--- src/rtl/sv32_page_table_walker_pkg.sv ---
// Shared RV32 translation types: Sv32 PTE layout, satp CSR, access kinds and
// the walker's state encoding.
package sv32_page_table_walker_pkg;

    localparam int VADDR_W = 32;
    localparam int PADDR_W = 34;
    localparam int PTE_W   = 32;
    localparam int PPN_W   = 22;
    localparam int VPN_W   = 20;

    typedef logic [PPN_W-1:0] physical_page_number_t;

    typedef struct packed {
        logic [11:0] ppn1;
        logic [9:0]  ppn0;
        logic [1:0]  rsw;
        logic        d;
        logic        a;
        logic        g;
        logic        u;
        logic        x;
        logic        w;
        logic        r;
        logic        v;
    } PageTableEntry;

    typedef struct packed {
        logic                  mode;
        logic [8:0]            asid;
        physical_page_number_t ppn;
    } csr_satp_t;

    typedef enum logic [1:0] {
        ACC_READ  = 2'd0,
        ACC_WRITE = 2'd1,
        ACC_EXEC  = 2'd2
    } MemAccessType;

    typedef enum logic [2:0] {
        IDLE,
        L1_READ,
        L0_READ,
        UPDATE,
        DONE
    } PtwState;

endpackage

--- src/rtl/sv32_page_table_walker_if.sv ---
// Request, response and memory-port bundle of the Sv32 walker.
// master = requester/memory side, slave = the walker itself.
interface sv32_page_table_walker_if;
    import sv32_page_table_walker_pkg::*;

    logic                  req_valid;
    logic                  req_ready;
    logic [VPN_W-1:0]      req_vpn;
    logic [1:0]            req_access;
    logic                  req_user;
    csr_satp_t             csr_satp;
    logic                  csr_mxr;
    logic                  csr_sum;

    logic                  resp_valid;
    logic                  resp_fault;
    physical_page_number_t resp_ppn;
    logic                  resp_superpage;
    logic [PTE_W-1:0]      resp_pte;

    logic                  mem_req;
    logic                  mem_write;
    logic [PADDR_W-1:0]    mem_addr;
    logic [PTE_W-1:0]      mem_wdata;
    logic [PTE_W-1:0]      mem_rdata;
    logic                  mem_done;

    modport master (
        output req_valid, req_vpn, req_access, req_user, csr_satp, csr_mxr, csr_sum,
        output mem_rdata, mem_done,
        input  req_ready, resp_valid, resp_fault, resp_ppn, resp_superpage, resp_pte,
        input  mem_req, mem_write, mem_addr, mem_wdata
    );

    modport slave (
        input  req_valid, req_vpn, req_access, req_user, csr_satp, csr_mxr, csr_sum,
        input  mem_rdata, mem_done,
        output req_ready, resp_valid, resp_fault, resp_ppn, resp_superpage, resp_pte,
        output mem_req, mem_write, mem_addr, mem_wdata
    );

endinterface

--- src/rtl/sv32_page_table_walker_pte.sv ---
// Combinational Sv32 PTE classifier: validity, leaf/level rules, permissions
// and the Accessed/Dirty update value.
module sv32_pte_checker
    import sv32_page_table_walker_pkg::*;
(
    input  PageTableEntry pte,
    input  logic          level,
    input  MemAccessType  access,
    input  logic          user,
    input  logic          mxr,
    input  logic          sum,
    output logic          is_leaf,
    output logic          fault,
    output logic          need_update,
    output PageTableEntry updated_pte
);

    logic invalid;
    logic misaligned;
    logic perm_ok;

    always_comb begin
        invalid    = !pte.v || (pte.w && !pte.r);
        is_leaf    = pte.r || pte.x;
        misaligned = level && (pte.ppn0 != '0);

        case (access)
            ACC_READ:  perm_ok = pte.r || (mxr && pte.x);
            ACC_WRITE: perm_ok = pte.w;
            ACC_EXEC:  perm_ok = pte.x;
            default:   perm_ok = 1'b0;
        endcase

        // Supervisor may touch user pages only for data, and only with SUM set.
        if (user) begin
            perm_ok = perm_ok && pte.u;
        end else if (pte.u) begin
            perm_ok = perm_ok && sum && (access != ACC_EXEC);
        end

        // A non-leaf is only legal at level 1; at level 0 it ends the walk.
        fault = invalid || (is_leaf ? (misaligned || !perm_ok) : !level);

        need_update   = !pte.a || ((access == ACC_WRITE) && !pte.d);
        updated_pte   = pte;
        updated_pte.a = 1'b1;
        if (access == ACC_WRITE) begin
            updated_pte.d = 1'b1;
        end
    end

endmodule

--- src/rtl/sv32_page_table_walker.sv ---
// Sv32 hardware page-table walker: one or two PTE reads, permission check,
// optional A/D write-back, then a single-cycle response.
module sv32_page_table_walker
    import sv32_page_table_walker_pkg::*;
(
    input  logic                     clk,
    input  logic                     rst,
    sv32_page_table_walker_if.slave  bus
);

    PtwState               state_q, state_d;
    logic                  req_ready_q, req_ready_d;
    logic [9:0]            vpn0_q, vpn0_d;
    MemAccessType          access_q, access_d;
    logic                  user_q, user_d;
    logic                  mxr_q, mxr_d;
    logic                  sum_q, sum_d;
    logic                  mem_req_q, mem_req_d;
    logic                  mem_write_q, mem_write_d;
    logic [PADDR_W-1:0]    mem_addr_q, mem_addr_d;
    logic [PTE_W-1:0]      mem_wdata_q, mem_wdata_d;
    logic                  resp_valid_q, resp_valid_d;
    logic                  resp_fault_q, resp_fault_d;
    physical_page_number_t resp_ppn_q, resp_ppn_d;
    logic                  resp_superpage_q, resp_superpage_d;
    logic [PTE_W-1:0]      resp_pte_q, resp_pte_d;

    PageTableEntry rd_pte;
    PageTableEntry chk_updated;
    logic          at_level1;
    logic          chk_leaf;
    logic          chk_fault;
    logic          chk_need_update;

    assign rd_pte    = PageTableEntry'(bus.mem_rdata);
    assign at_level1 = (state_q == L1_READ);

    sv32_pte_checker u_checker (
        .pte         (rd_pte),
        .level       (at_level1),
        .access      (access_q),
        .user        (user_q),
        .mxr         (mxr_q),
        .sum         (sum_q),
        .is_leaf     (chk_leaf),
        .fault       (chk_fault),
        .need_update (chk_need_update),
        .updated_pte (chk_updated)
    );

    always_comb begin
        state_d          = state_q;
        req_ready_d      = req_ready_q;
        vpn0_d           = vpn0_q;
        access_d         = access_q;
        user_d           = user_q;
        mxr_d            = mxr_q;
        sum_d            = sum_q;
        mem_req_d        = mem_req_q;
        mem_write_d      = mem_write_q;
        mem_addr_d       = mem_addr_q;
        mem_wdata_d      = mem_wdata_q;
        resp_valid_d     = 1'b0;
        resp_fault_d     = resp_fault_q;
        resp_ppn_d       = resp_ppn_q;
        resp_superpage_d = resp_superpage_q;
        resp_pte_d       = resp_pte_q;

        case (state_q)
            IDLE: begin
                if (bus.req_valid) begin
                    state_d     = L1_READ;
                    req_ready_d = 1'b0;
                    vpn0_d      = bus.req_vpn[9:0];
                    access_d    = MemAccessType'(bus.req_access);
                    user_d      = bus.req_user;
                    mxr_d       = bus.csr_mxr;
                    sum_d       = bus.csr_sum;
                    mem_req_d   = 1'b1;
                    mem_write_d = 1'b0;
                    mem_addr_d  = {bus.csr_satp.ppn, bus.req_vpn[19:10], 2'b00};
                end
            end
            L1_READ, L0_READ: begin
                if (bus.mem_done) begin
                    if (chk_fault) begin
                        state_d          = DONE;
                        mem_req_d        = 1'b0;
                        resp_valid_d     = 1'b1;
                        resp_fault_d     = 1'b1;
                        resp_ppn_d       = '0;
                        resp_superpage_d = 1'b0;
                        resp_pte_d       = rd_pte;
                    end else if (!chk_leaf) begin
                        state_d    = L0_READ;
                        mem_addr_d = {rd_pte.ppn1, rd_pte.ppn0, vpn0_q, 2'b00};
                    end else begin
                        resp_fault_d     = 1'b0;
                        resp_superpage_d = at_level1;
                        resp_ppn_d       = at_level1 ? {rd_pte.ppn1, vpn0_q}
                                                     : {rd_pte.ppn1, rd_pte.ppn0};
                        // Write-back reuses the leaf address already on mem_addr.
                        if (chk_need_update) begin
                            state_d     = UPDATE;
                            mem_write_d = 1'b1;
                            mem_wdata_d = chk_updated;
                            resp_pte_d  = chk_updated;
                        end else begin
                            state_d      = DONE;
                            mem_req_d    = 1'b0;
                            resp_valid_d = 1'b1;
                            resp_pte_d   = rd_pte;
                        end
                    end
                end
            end
            UPDATE: begin
                if (bus.mem_done) begin
                    state_d      = DONE;
                    mem_req_d    = 1'b0;
                    mem_write_d  = 1'b0;
                    resp_valid_d = 1'b1;
                end
            end
            DONE: begin
                state_d     = IDLE;
                req_ready_d = 1'b1;
            end
            default: begin
                state_d     = IDLE;
                req_ready_d = 1'b1;
                mem_req_d   = 1'b0;
            end
        endcase
    end

    always_ff @(posedge clk or posedge rst) begin
        if (rst) begin
            state_q          <= IDLE;
            req_ready_q      <= 1'b1;
            vpn0_q           <= '0;
            access_q         <= ACC_READ;
            user_q           <= 1'b0;
            mxr_q            <= 1'b0;
            sum_q            <= 1'b0;
            mem_req_q        <= 1'b0;
            mem_write_q      <= 1'b0;
            mem_addr_q       <= '0;
            mem_wdata_q      <= '0;
            resp_valid_q     <= 1'b0;
            resp_fault_q     <= 1'b0;
            resp_ppn_q       <= '0;
            resp_superpage_q <= 1'b0;
            resp_pte_q       <= '0;
        end else begin
            state_q          <= state_d;
            req_ready_q      <= req_ready_d;
            vpn0_q           <= vpn0_d;
            access_q         <= access_d;
            user_q           <= user_d;
            mxr_q            <= mxr_d;
            sum_q            <= sum_d;
            mem_req_q        <= mem_req_d;
            mem_write_q      <= mem_write_d;
            mem_addr_q       <= mem_addr_d;
            mem_wdata_q      <= mem_wdata_d;
            resp_valid_q     <= resp_valid_d;
            resp_fault_q     <= resp_fault_d;
            resp_ppn_q       <= resp_ppn_d;
            resp_superpage_q <= resp_superpage_d;
            resp_pte_q       <= resp_pte_d;
        end
    end

    assign bus.req_ready      = req_ready_q;
    assign bus.mem_req        = mem_req_q;
    assign bus.mem_write      = mem_write_q;
    assign bus.mem_addr       = mem_addr_q;
    assign bus.mem_wdata      = mem_wdata_q;
    assign bus.resp_valid     = resp_valid_q;
    assign bus.resp_fault     = resp_fault_q;
    assign bus.resp_ppn       = resp_ppn_q;
    assign bus.resp_superpage = resp_superpage_q;
    assign bus.resp_pte       = resp_pte_q;

endmodule

--- src/flat_wrapper.sv ---
// flat-port wrapper written by rule: the top's interface ports become plain ports
module sv32_page_table_walker_flat import sv32_page_table_walker_pkg::*;
  (clk, rst, bus_req_valid, bus_req_vpn, bus_req_access, bus_req_user, bus_csr_satp, bus_csr_mxr, bus_csr_sum, bus_mem_rdata, bus_mem_done, bus_req_ready, bus_resp_valid, bus_resp_fault, bus_resp_ppn, bus_resp_superpage, bus_resp_pte, bus_mem_req, bus_mem_write, bus_mem_addr, bus_mem_wdata);
  sv32_page_table_walker_if bus_i ();
  input  logic clk;
  input  logic rst;
  input wire logic [$bits(bus_i.req_valid)-1:0] bus_req_valid;
  input wire logic [$bits(bus_i.req_vpn)-1:0] bus_req_vpn;
  input wire logic [$bits(bus_i.req_access)-1:0] bus_req_access;
  input wire logic [$bits(bus_i.req_user)-1:0] bus_req_user;
  input wire logic [$bits(bus_i.csr_satp)-1:0] bus_csr_satp;
  input wire logic [$bits(bus_i.csr_mxr)-1:0] bus_csr_mxr;
  input wire logic [$bits(bus_i.csr_sum)-1:0] bus_csr_sum;
  input wire logic [$bits(bus_i.mem_rdata)-1:0] bus_mem_rdata;
  input wire logic [$bits(bus_i.mem_done)-1:0] bus_mem_done;
  output wire logic [$bits(bus_i.req_ready)-1:0] bus_req_ready;
  output wire logic [$bits(bus_i.resp_valid)-1:0] bus_resp_valid;
  output wire logic [$bits(bus_i.resp_fault)-1:0] bus_resp_fault;
  output wire logic [$bits(bus_i.resp_ppn)-1:0] bus_resp_ppn;
  output wire logic [$bits(bus_i.resp_superpage)-1:0] bus_resp_superpage;
  output wire logic [$bits(bus_i.resp_pte)-1:0] bus_resp_pte;
  output wire logic [$bits(bus_i.mem_req)-1:0] bus_mem_req;
  output wire logic [$bits(bus_i.mem_write)-1:0] bus_mem_write;
  output wire logic [$bits(bus_i.mem_addr)-1:0] bus_mem_addr;
  output wire logic [$bits(bus_i.mem_wdata)-1:0] bus_mem_wdata;
  assign bus_i.req_valid = bus_req_valid;
  assign bus_i.req_vpn = bus_req_vpn;
  assign bus_i.req_access = bus_req_access;
  assign bus_i.req_user = bus_req_user;
  assign bus_i.csr_satp = bus_csr_satp;
  assign bus_i.csr_mxr = bus_csr_mxr;
  assign bus_i.csr_sum = bus_csr_sum;
  assign bus_i.mem_rdata = bus_mem_rdata;
  assign bus_i.mem_done = bus_mem_done;
  assign bus_req_ready = bus_i.req_ready;
  assign bus_resp_valid = bus_i.resp_valid;
  assign bus_resp_fault = bus_i.resp_fault;
  assign bus_resp_ppn = bus_i.resp_ppn;
  assign bus_resp_superpage = bus_i.resp_superpage;
  assign bus_resp_pte = bus_i.resp_pte;
  assign bus_mem_req = bus_i.mem_req;
  assign bus_mem_write = bus_i.mem_write;
  assign bus_mem_addr = bus_i.mem_addr;
  assign bus_mem_wdata = bus_i.mem_wdata;
  sv32_page_table_walker u_core (.clk(clk), .rst(rst), .bus(bus_i));
endmodule
--- config.mk ---
export PLATFORM = sky130hd
export DESIGN_NAME = sv32_page_table_walker_flat
export DESIGN_NICKNAME = d
export VERILOG_FILES = /design/src/rtl/sv32_page_table_walker_pkg.sv /design/src/rtl/sv32_page_table_walker_if.sv /design/src/rtl/sv32_page_table_walker_pte.sv /design/src/rtl/sv32_page_table_walker.sv /design/src/flat_wrapper.sv
export SDC_FILE = /design/constraint.sdc
export NUM_CORES = 1
export LEC_CHECK = 0
export CAP_MARGIN = 15
export CORE_MARGIN = 2
export CORE_UTILIZATION = 48
export DETAILED_ROUTE_END_ITERATION = 12
export PLACE_DENSITY = 0.82
export SYNTH_ARGS = -nofsm -noshare
export SYNTH_HDL_FRONTEND = slang
export SYNTH_SLANG_ARGS = --single-unit
--- constraint.sdc ---
create_clock -name clk -period 8.2 [get_ports clk]
set_clock_uncertainty 0.1 [all_clocks]
set_input_delay 0.82 -clock clk [delete_from_list [all_inputs] [get_ports clk]]
set_output_delay 0.82 -clock clk [all_outputs]
set_load 0.01 [all_outputs]
======== Word-level counts from Yosys, hierarchy flattened ========
Cells that the tools add are included.
storage, ports and cells
  bits in registers ....................... 144
  input bits .............................. 93
  output and inout bits ................... 126
  logic and storage cells ................. 117
cells by class
  equal/unequal tests ..................... 16
  mux-type cells .......................... 47
  bitwise operators ....................... 3
  reductions and logical operators ........ 35
operators by type and width
  operator                                               count
  2-to-1 mux 34 bit                                      4
  one-hot mux 34 bit (2 select lines)                    1
  2-to-1 mux 32 bit                                      2
  2-to-1 mux 22 bit                                      2
  2-to-1 mux 1 bit                                       24
  2-to-1 mux 3 bit                                       6
  inequality test 2 bit, second input constant           6
  2-to-1 mux 10 bit                                      1
  AND reduction 5 bit                                    2
  nonzero test 10 bit                                    1
  one-hot mux 3 bit (3 select lines)                     1
  2-to-1 mux 8 bit                                       1
  logical AND 1 bit                                      7
  AND reduction 7 bit                                    1
  equality test 3 x 2 -> 1 bit, second input constant    2
  zero test 1 bit                                        6
  logical OR 1 bit                                       6
  one-hot mux 1 bit (3 select lines)                     2
  AND reduction 3 bit                                    2
  AND reduction 6 bit                                    1
  inequality test 2 x 1 -> 1 bit, second input constant  2
  one-hot mux 1 bit (2 select lines)                     2
  one-hot mux 1 bit (4 select lines)                     1
  AND reduction 2 bit                                    2
  13 further kinds                                       16

======== Logic depth before layout (Yosys ltp) ========
  word-level depth ........................ 14
  mapped depth ............................ 8
  mapped depth without buffers ............ 5

======== Cells and area by module ========
Synthesis repeated with hierarchy kept, for this count alone.
second synthesis, totals
  cells, all modules ...................... 552
  area, all modules ....................... 6703.9 um^2
by module, submodules not included
  module                  instances  cells an instance  area an instance (um^2)  seq. area each (um^2)
  sv32_page_table_walker  1          498                6314.8                   3554.7
  sv32_pte_checker        1          54                 389.1                    0.0

======== Worst setup path before layout ========
No wires, ideal clock.
  path type ............................... input -> register
  from .................................... input bus_mem_rdata[1]
  to ...................................... register u_core.mem_wdata_q[10], in the netlist u_core.bus.mem_wdata[10]
  setup time .............................. 0.127 ns
  data arrival time ....................... 2.840 ns
  data required time ...................... 7.973 ns
  setup slack ............................. 5.133 ns
  cell stages on the path ................. 7
  buffers on the path ..................... 2
  cell sequence ........................... clkbuf_1 -> nor3_1 -> o32a_1 -> a2111o_1 -> or4_4 -> buf_6 -> mux2_1
on the way
  cells in the longest elaborated chain, start to end .. 12
  elaborated cells on any way between the ends .. 17
  those cells by class .................... mux: 4; bitwise: 1; reduce/logical: 12
RTL lines
  element                             RTL line                          text
  start: declaration                  flat_wrapper.sv:14                input wire logic [$bits(bus_i.mem_rdata)-1:0] bus_mem_rdata;
  logical OR 1 bit                    sv32_page_table_walker_pte.sv:28  ACC_READ: perm_ok = pte.r || (mxr && pte.x);
  one-hot mux 1 bit (3 select lines)  sv32_page_table_walker_pte.sv:27  case (access)
  logical AND 1 bit (2 in a row)      sv32_page_table_walker_pte.sv:38  perm_ok = perm_ok && sum && (access != ACC_EXEC);
  2-to-1 mux 1 bit                    sv32_page_table_walker_pte.sv:37  end else if (pte.u) begin
  2-to-1 mux 1 bit                    sv32_page_table_walker_pte.sv:35  if (user) begin
  zero test 1 bit                     sv32_page_table_walker_pte.sv:42  fault = invalid || (is_leaf ? (misaligned || !perm_ok) : !level);
  logical OR 1 bit                    sv32_page_table_walker_pte.sv:42
  2-to-1 mux 1 bit                    sv32_page_table_walker_pte.sv:42
  logical OR 1 bit                    sv32_page_table_walker_pte.sv:42
  inverter 1 bit (no line)            -
  AND reduction 5 bit (no line) *     -
  end signal: assignment              sv32_page_table_walker.sv:166     mem_wdata_q <= mem_wdata_d;
  end: declaration                    sv32_page_table_walker.sv:21      logic [PTE_W-1:0] mem_wdata_q, mem_wdata_d;
Every way passes the cells marked *; elsewhere a longest branch is shown, timed or not.
A chain may end at the register's enable or synchronous reset.

======== Worst setup path after layout ========
  from .................................... input bus_mem_rdata[16]
  to ...................................... register u_core.mem_wdata_q[29], in the netlist u_core.bus.mem_wdata[29]
on the way
  cells in the longest elaborated chain, start to end .. 7
RTL lines
  element                        RTL line                          text
  nonzero test 10 bit            sv32_page_table_walker_pte.sv:25  misaligned = level && (pte.ppn0 != '0);
  logical AND 1 bit              sv32_page_table_walker_pte.sv:25
  logical OR 1 bit               sv32_page_table_walker_pte.sv:42
  2-to-1 mux 1 bit               sv32_page_table_walker_pte.sv:42
  logical OR 1 bit               sv32_page_table_walker_pte.sv:42
  inverter 1 bit (no line)       -
  AND reduction 5 bit (no line)  -
Every way passes these cells.

==> impl_metrics.env <==
export IMPL_synth_simple_gate_area_share=0.131
export IMPL_worst_setup_path_end_kind="flip-flop"
export IMPL_final_setup_tns_ns=0
export IMPL_yosysSeqAreaShare=0.596
export IMPL_cts_setup_buffers=0
export IMPL_synth_top_cells_by_count="dfrtp_1, nand2_1, o21ai_0, mux2i_1, mux2_1"
export IMPL_track_usage=0.260
export IMPL_root_buffer="clkbuf_16"
export IMPL_vias_per_cell=5.29
export IMPL_drt_wl_total_mm=16.7
export IMPL_synth_xor_area_frac=0.00147
export IMPL_wire_per_inst_um=18.4
export IMPL_clk_latency_ns=0.42
export IMPL_synth_area_leaders="dfrtp_1, nand2_1, mux2i_1"
export IMPL_antenna_found_initial=0
export IMPL_dp_cells=878
export IMPL_total_leakage_power_uw=0.00394
export IMPL_synthArstFlopShare=1.00
export IMPL_cts_hold_buffers=0
export IMPL_synth_top_area_share=0.592
export IMPL_cts_clk_slew_worst_paths_ns=0.05
export IMPL_cts_resized=0
export IMPL_max_freq_mhz=246
export IMPL_dp_slack_ns=3.72
export IMPL_finalHoldViolCount=0
export IMPL_final_layout_size_suffix_gt1_frac=0.0758
export IMPL_portBuffers=206
export IMPL_start_kind="input pin"
export IMPL_rsz0062_at_grt="no"
export IMPL_synthFlopType="dfrtp_1"
export IMPL_hpwl_mm=11.7
export IMPL_syn_cell_area_um2=5960
export IMPL_vdd_ir_drop_worst_mv=0.190
export IMPL_path_max_fanout=30
export IMPL_antenna_left=0
export IMPL_worstMarginPinSlew_ns=1.01
export IMPL_diodes=0
export IMPL_ioPinCount=219
export IMPL_ys_ff_latch=142
export IMPL_drc=0
export IMPL_grt_pass1_wl_mm=26.0
export IMPL_final_cell_count_no_fill=907
export IMPL_die_h_um=115
export IMPL_postSynthAreaPerCell_um2=11.2
export IMPL_grt_overflow=0
export IMPL_min_path_type="flip-flop to flip-flop"
export IMPL_start_util=0.494
export IMPL_area_delta_synth_final_pct=45.6
export IMPL_gp_congestion=0.877
export IMPL_clk_path_buf_depth=2
export IMPL_cts_tree="yes"
export IMPL_worstPathArrival_ns=4.25
export IMPL_relSlewSlack=0.327
export IMPL_synthCells=531
export IMPL_num_vias=4797
export IMPL_setup_viol_count_final=0
export IMPL_cts_buffers=17
export IMPL_rows=40
export IMPL_dieWidth_um=115
export IMPL_status="complete, no violations"
export IMPL_slew_viol_final=0
export IMPL_synth_top_family_by_area="multiplexers"
export IMPL_yosysTopAreaCell="dfrtp_1"
export IMPL_final_nets=823
export IMPL_synth_area_mux_share=0.157
export IMPL_drt_iter0_markers=315
export IMPL_period_share=0.496
export IMPL_critPathKind="input pin to flip-flop"
export IMPL_dr_pass1_iters=4
export IMPL_core_area_um2=12100
export IMPL_synthDistinctLibCells=41
export IMPL_power_density_nw_per_um2=368
export IMPL_synth_edf_count=0
export IMPL_yosys_area_share_adder=0
export IMPL_cap_viol_max_count=0
export IMPL_fin_area_um2=8680
export IMPL_cp_required_ns=8.39
export IMPL_placed_cell_area_um2=8160
export IMPL_grt_max_degree=80
export IMPL_period_minus_slack_ns=4.06
export IMPL_final_util=0.720
export IMPL_worst_slack_ns=4.14
export IMPL_cts_max_level=4
export IMPL_grt_pass1_vias=4931
export IMPL_die_area_um2=13300
export IMPL_synth_warning_count=0
export IMPL_cts_sinks=142
export IMPL_synth_compound_area_frac=0.0854
cells by family (layout without fill, tap and decap cells):
group	Yosys count	in the layout
AOI/OAI and AO/OA	82	82
xor gates and xnor gates	1	1
buffers and inverters	36	243
DFF	142	142
muxes	88	88
other	1	2
and+or+nand+nor	181	181
critical path, stage by stage:
cell,delay (ns)
clkdlybuf4s50_1,0.55
nor4_1,0.38
nand4_1,0.26
a2111o_1,0.89
or4_4,0.92
mux2_1,0.41
final cells by class:
| class | count | area, um^2 |
|---|---|---|
| inverters | 2 | 12.5 |
| clock inverters | 1 | 5.00 |
| flip-flops and latches | 142 | 3550 |
| repair buffers | 213 | 2110 |
| well taps | 168 | 210 |
| fillers | 869 | 3380 |
| clock buffers | 27 | 513 |
| multi-input cells | 354 | 2270 |
report_power, final:
group / internal (uW) / switching (uW) / total [uW]
registers: 972 / 178 / 1150
logic: 698 / 660 / 1360
clock network: 420 / 266 / 686
stage by stage:
| step | power (uW) | hold WS [ns] |
|---|---|---|
| 2_1_floorplan | 1840 | 0.373 |
| 3_3_place_gp | 2470 | 0.351 |
| 3_5_place_dp | 2520 | 0.363 |
| 4_1_cts | 3220 | 0.377 |
| 5_1_grt | 3390 | 0.400 |
| 6_report | 3190 | 0.372 |
flip-flops by register name, summed over array words and instances (netlist names), 2 cells and up:
name and cells:
u_core.state_q 3, u_core.bus.mem_wdata 32, u_core.bus.resp_pte 32, u_core.access_q 2, u_core.bus.mem_addr 32, u_core.bus.resp_ppn 22
u_core.vpn0_q 10
final timing paths:
| path | cells past startpoint | to | from | slack [ns] |
|---|---|---|---|---|
| hold reg to reg | 1 | u_core.bus.mem_wdata[6] | u_core.bus.mem_wdata[6] | 0.37 |
| min in group asynchronous | 2 | u_core.bus.mem_addr[23] | rst | 0.75 |
| hold / removal | 1 | u_core.bus.mem_wdata[6] | u_core.bus.mem_wdata[6] | 0.37 |
| setup / recovery | 6 | u_core.bus.mem_wdata[29] | bus_mem_rdata[16] | 4.14 |
| max in group asynchronous | 3 | u_core.bus.resp_ppn[11] | rst | 5.84 |
| setup reg to reg | 5 | u_core.bus.mem_wdata[29] | u_core.state_q[2] | 4.43 |
cell usage in the layout, fill, tap and decap left out, types with 6 or more instances in the layout:
cell type,netlist,layout
clkdlybuf4s50_1,0,206
nand2_1,141,141
dfrtp_1,141,141
o21ai_0,45,45
mux2i_1,43,43
mux2_1,28,28
mux2_2,17,17
clkbuf_16,0,17
o31ai_1,12,12
nor2_1,12,10
nand2b_1,7,6
buf_4,2,6
metal layers:
layer	share of wire	vias up	GRT usage
met4	0.018	0	0.0900
met3	0.086	19	0.0921
met5	0	-	0
li1	-	2214	-
met2	0.50	214	0.429
met1	0.40	2350	0.321
No activity file was read; power rests on OpenSTA's default activity.
==> edit 1, RTL diff (same flow settings) <==
Reset style: synchronous (`rst`), changed in one clocked block.
--- a/src/rtl/sv32_page_table_walker.sv
+++ b/src/rtl/sv32_page_table_walker.sv
@@ -134,7 +134,7 @@
         endcase
     end
 
-    always_ff @(posedge clk or posedge rst) begin
+    always_ff @(posedge clk) begin
         if (rst) begin
             state_q          <= IDLE;
             req_ready_q      <= 1'b1;
Behaviour: differs if rst is asserted again (counterexample within 4 cycles, from zero or initial values and one cycle with rst high); with rst held inactive, the same outputs for 4 cycles.
==> edit 1 against the unedited design <==
- sequential share of layout area shrank 7.9 points
- first-iteration DRC count grew 27%
- area after synthesis shrank 2.3%
- setup slack gained 0.29 ns
- critical path type unchanged
- sequential cell count is the same
- cell area shrank 0.98%
- critical path depth grew 1
- wire length grew 9.2%
Power is not compared: it rests on default switching activity, and its combinational part moved more than twofold at a synthesized area within 25%.
==> edit 1: results (changes against the unedited design) <==
metric;value;unit;change
arrival;3.91;ns;-0.34 ns
diodes;0;;unchanged
synth_area_leaders;dfxtp_1 49%, nand2_1 8.7%, mux2i_1 5.5%;;
pre_cts_slack;4.026;ns;+0.3076 ns
min_path_cells;2;;+1
io_buffers;206;;unchanged
ctsResizeCount;0;;unchanged
max_slew_margin;0.1927;;-0.1347
clkLatencyLatePin;0.41;ns;
ys_async_sr_fraction;0;;-1.000
grt_pass1_wl;27.94;mm;+7.3%
setup_violations;0;;unchanged
synthAdderAreaFrac;0;;unchanged
grt_pass1_vias;5446;;+10%
seq_area_frac_synth;0.4878;;-0.1083
synth.top_cells.by_count;142 x dfxtp_1, 135 x nand2_1, 63 x a21oi_1, 45 x nor2_1, 40 x clkbuf_1;;
first_pass_iters;5;;+1
synth_cell_types;50;;+22%
dp.cells;981;;+12%
synth_top_family_by_area;simple AND/OR/NAND/NOR gates;;
grt_max_degree;102;;+28%
cp_max_fo;36;;+20%
r2r_start;u_core.state_q[2];;
leakage;0.003061;uW;
hpwl;12.53;mm;+6.9%
synth-compound-area-share;0.1681;;+0.08270
cts_root_buf;clkbuf_16;;
clk_pin_slew;0.06;ns;
muxShareOfSynthArea;0.05496;;-0.1022
r2r_slack;4.80;ns;+0.37 ns
peakVddDrop;0.0001101;V;
synthFlopType;dfxtp_1;;
status;complete, no violations;;
holdPathEnd;u_core.mxr_q;;
synthXorXnorAreaFrac;0.001503;;+0.00003405
min_from;u_core.mxr_q;;
grtUsageTotal;0.2737;;+0.01330
vias;5725;;+19%
cts_buffer_depth;2;;unchanged
drt_iter0_drc;399;;+27%
hold_path_class;flip-flop to flip-flop;;
layout-drive-gt1-share;0.05549;;-0.02029
syn_inst;676;;+27%
wire_per_inst;18.00;um;-2.2%
place.gp.congestion;0.8710;;-0.63%
r2r_cells;6;;+1
final_nets;946;;+15%
reg2reg_to;u_core.bus.mem_wdata[7];;
cpPeakStageDelay;0.94;ns;+0.02 ns
cpMaxStageDelayCell;and2_1;;
yosysWarnings;0;;unchanged
drt_wl_total;18.22;mm;+9.2%
-- edit 1: per-layer routing --
layer,track usage,wire (um)
met3,0.06511,1481
met5,0,0
met1,0.3399,7294
met2,0.4655,9051
met4,0.09675,387
-- edit 1: how the worst max path moves through the flow --
stage / start / slack, ns / depth (start not counted) / endpoint
detailed placement: bus_mem_rdata[16] / 4.03 / 7 / u_core.bus.mem_wdata[7]
global placement: bus_mem_rdata[1] / 4.10 / 7 / u_core.bus.mem_wdata[7]
global route: bus_mem_rdata[16] / 4.27 / 7 / u_core.bus.mem_wdata[26]
floorplan: bus_mem_rdata[1] / 5.64 / 7 / u_core.bus.mem_addr[10]
CTS: bus_mem_rdata[16] / 4.44 / 7 / u_core.bus.mem_wdata[7]
finish: bus_mem_rdata[16] / 4.43 / 7 / u_core.bus.mem_wdata[7]
-- edit 1: through the flow --
| step | power (uW) | cell area (um^2) | util | hold WS (ns) |
|---|---|---|---|---|
| final | 1892 | 8597 | 0.7217 | 0.3522 |
| after global routing | 1953 | 8597 | 0.7217 | 0.3688 |
| after CTS | 1894 | 8597 | 0.7217 | 0.3537 |
| after detailed placement | 1010 | 7911 | 0.6642 | 0.3460 |
| after global placement | 1001 | 7911 | 0.6642 | 0.3432 |
| after floorplan | 880.1 | 5832 | - | 0.3328 |
-- edit 1: final cells by class --
cell class | count | area, um^2
fillers | 912 | 3314
flip-flops and latches | 142 | 2843
multi-input cells | 473 | 2743
repair buffers | 215 | 2127
clock buffers | 21 | 450.4
clock inverters | 10 | 235.2
well taps | 147 | 183.9
inverters | 4 | 15.01
-- edit 1: power breakdown --
part	switching, uW	internal [uW]	total (uW)	leakage (uW)
combinational	132	125	257	0.00158
sequential	20.0	721	741	0.00116
clock	284	609	893	0.000328
-- edit 1: logic make-up (layout without fill, tap and decap cells) --
| kind of cell | after synthesis | count (layout) |
|---|---|---|
| other | 1 | 2 |
| AO/OA/AOI/OAI | 158 | 158 |
| buffers and inverters | 62 | 250 |
| flip-flops | 142 | 142 |
| XOR/XNOR | 1 | 1 |
| AND/OR/NAND/NOR | 280 | 280 |
| multiplexers | 32 | 32 |
-- edit 1: worst max-delay path: cells and delay by family --
kind                   cells  cell delay (ns)
AND/OR/NAND/NOR            3             1.66
AO/OA/AOI/OAI              2             0.43
buffers and inverters      2             0.99
==> edit 2, RTL diff (config.mk and constraints unchanged) <==
Made on the original files. Encoding of `PtwState`: now one-hot (5 bits for 5 states).
--- a/src/rtl/sv32_page_table_walker_pkg.sv
+++ b/src/rtl/sv32_page_table_walker_pkg.sv
@@ -36,12 +36,12 @@
         ACC_EXEC  = 2'd2
     } MemAccessType;
 
-    typedef enum logic [2:0] {
-        IDLE,
-        L1_READ,
-        L0_READ,
-        UPDATE,
-        DONE
+    typedef enum logic [4:0] {
+        IDLE    = 5'b00001,
+        L1_READ = 5'b00010,
+        L0_READ = 5'b00100,
+        UPDATE  = 5'b01000,
+        DONE    = 5'b10000
     } PtwState;
 
 endpackage
Function: same outputs for any inputs over 4 cycles, from zero or initial values and one cycle with rst high; so few cycles prove little.
==> edit 2 against the unedited design <==
- sequential power about the same
- wire length decreased by 0.85%
- worst hold slack worse by 0.014 ns
- sequential cell count rose by 2
- setup slack improved by 0.53 ns
- sequential share of layout area shrank 0.13 points
- clock power rose by 10%
- cell area rose by 1.8%
- count of clock-buffer cells in the layout is 3 lower
- first-iteration DRC count shrank 19%
- power down 3.0%
- area after synthesis up 1.6%
- critical path depth grew 1
- critical path type unchanged
- largest cell class unchanged
- largest power group unchanged
==> edit 2: results (changes against the unedited design) <==
metric;value;unit;change
synth.top_cells.by_count;142 x dfrtp_1, 116 x nand2_1, 43 x mux2i_1, 41 x nor2_1, 38 x a21oi_1;;
swShare;0.3206;;-0.02522
drt_iter0_drc;255;;-19%
cpPeakStageDelay;0.55;ns;-0.37 ns
place.gp.congestion;0.7928;;-9.5%
wl_met2;8.266;mm;-0.25%
cpMaxStageDelayCell;clkdlybuf4s50_1;;
grtUsageTotal;0.2522;;-0.008234
cp_max_fo;20;;-33%
min_from;u_core.bus.mem_wdata[0];;
grt_max_degree;74;;-7.5%
syn_inst;552;;+4.0%
final_nets;842;;+2.3%
htreeDepth;4;;unchanged
ctsResizeCount;0;;unchanged
synth_area_leaders;dfrtp_1 59%, nand2_1 7.2%, mux2i_1 7.1%;;
io_buffers;206;;unchanged
route.met3.wl;1.305;mm;-8.5%
drt_wl_total;16.55;mm;-0.85%
wirelength_met1;6.611;mm;-1.0%
leakage;0.003952;uW;+0.34%
r2r_cells;6;;+1
antenna_found_initial;0;;unchanged
ys_async_sr_fraction;1.000;;unchanged
status;complete, no violations;;
filler_cell_count;883;;+1.6%
pre_cts_slack;4.225;ns;+0.5060 ns
grt_pass1_vias;5102;;+3.5%
arrival;3.72;ns;-0.53 ns
dp.cells;902;;+2.7%
hpwl;11.61;mm;-0.93%
holdPathEnd;u_core.bus.mem_wdata[0];;
tightestPinTransition;1.074;ns;+0.06473 ns
seq_area_frac_synth;0.5951;;-0.001012
reg2reg_to;u_core.bus.mem_addr[5];;
r2r_slack;4.85;ns;+0.42 ns
postPlaceCellArea;0.008263;mm^2;+1.3%
grt_pass1_wl;25.80;mm;-0.90%
layout-drive-gt1-share;0.07753;;+0.001751
peakVddDrop;0.0001910;V;+0.55%
wire_per_inst;17.73;um;-3.6%
r2r_start;u_core.state_q[0];;
whs;0.3583;ns;-0.01376 ns
vias_per_cell;5.294;;about the same
synthToLayoutAreaGrowth;45.80;%;
edit 2: changes by cell type in the layout (fill, tap and decap cells not counted), sizes merged, moves of 4 or more:
cell	change
nand2	-25
a22o	-4
clkbuf	-4
o21ai	-27
nand3	+6
a21oi	+36
nor2	+29
edit 2: layout make-up:
class                           count  share of cell area
Sequential cell                   144              0.4082
Multi-Input combinational cell    369              0.2612
Timing Repair Buffer              213              0.2393
Inverter                            4            0.002266
Tap cell                          172             0.02436
Clock buffer                       24             0.05226
Clock inverter                      7             0.01246
edit 2: power groups by stage:
stage               sequential (uW)  combinational (uW)  clock, uW
global route                   1180                1300        799
floorplan                      1230                 471          0
finish                         1150                1190        757
CTS                            1150                1210        766
detailed placement             1160                1200          0
global placement               1140                1160          0
edit 2: worst max-delay path by stage:
stage                 startpoint                       end  slack, ns  cells past startpoint
6_report       bus_mem_rdata[10]  u_core.bus.mem_wdata[27]       4.66                      7
5_1_grt        u_core.state_q[0]   u_core.bus.mem_addr[12]       4.53                      6
4_1_cts        bus_mem_rdata[10]  u_core.bus.mem_wdata[29]       4.65                      7
3_5_place_dp   bus_mem_rdata[10]  u_core.bus.mem_wdata[22]       4.22                      7
3_3_place_gp   bus_mem_rdata[10]  u_core.bus.mem_wdata[23]       4.30                      7
2_1_floorplan                rst        u_core.access_q[0]       3.42                      1
edit 2: logic make-up after synthesis:
logic type / Yosys count / share of synthesized area
xor gates and xnor gates: 2 / 0.002891
muxes: 88 / 0.1547
buffers and inverters: 40 / 0.02849
and+or+nand+nor: 191 / 0.1338
DFF: 144 / 0.5951
other: 1 / 0.0006189
AOI/OAI and AO/OA: 86 / 0.08445
edit 2: metal layers:
metal / up-vias / global-route usage
met5: - / 0
met2: 173 / 0.4279
met1: 2460 / 0.2919
li1: 2276 / -
met3: 30 / 0.08511
met4: 0 / 0.1103
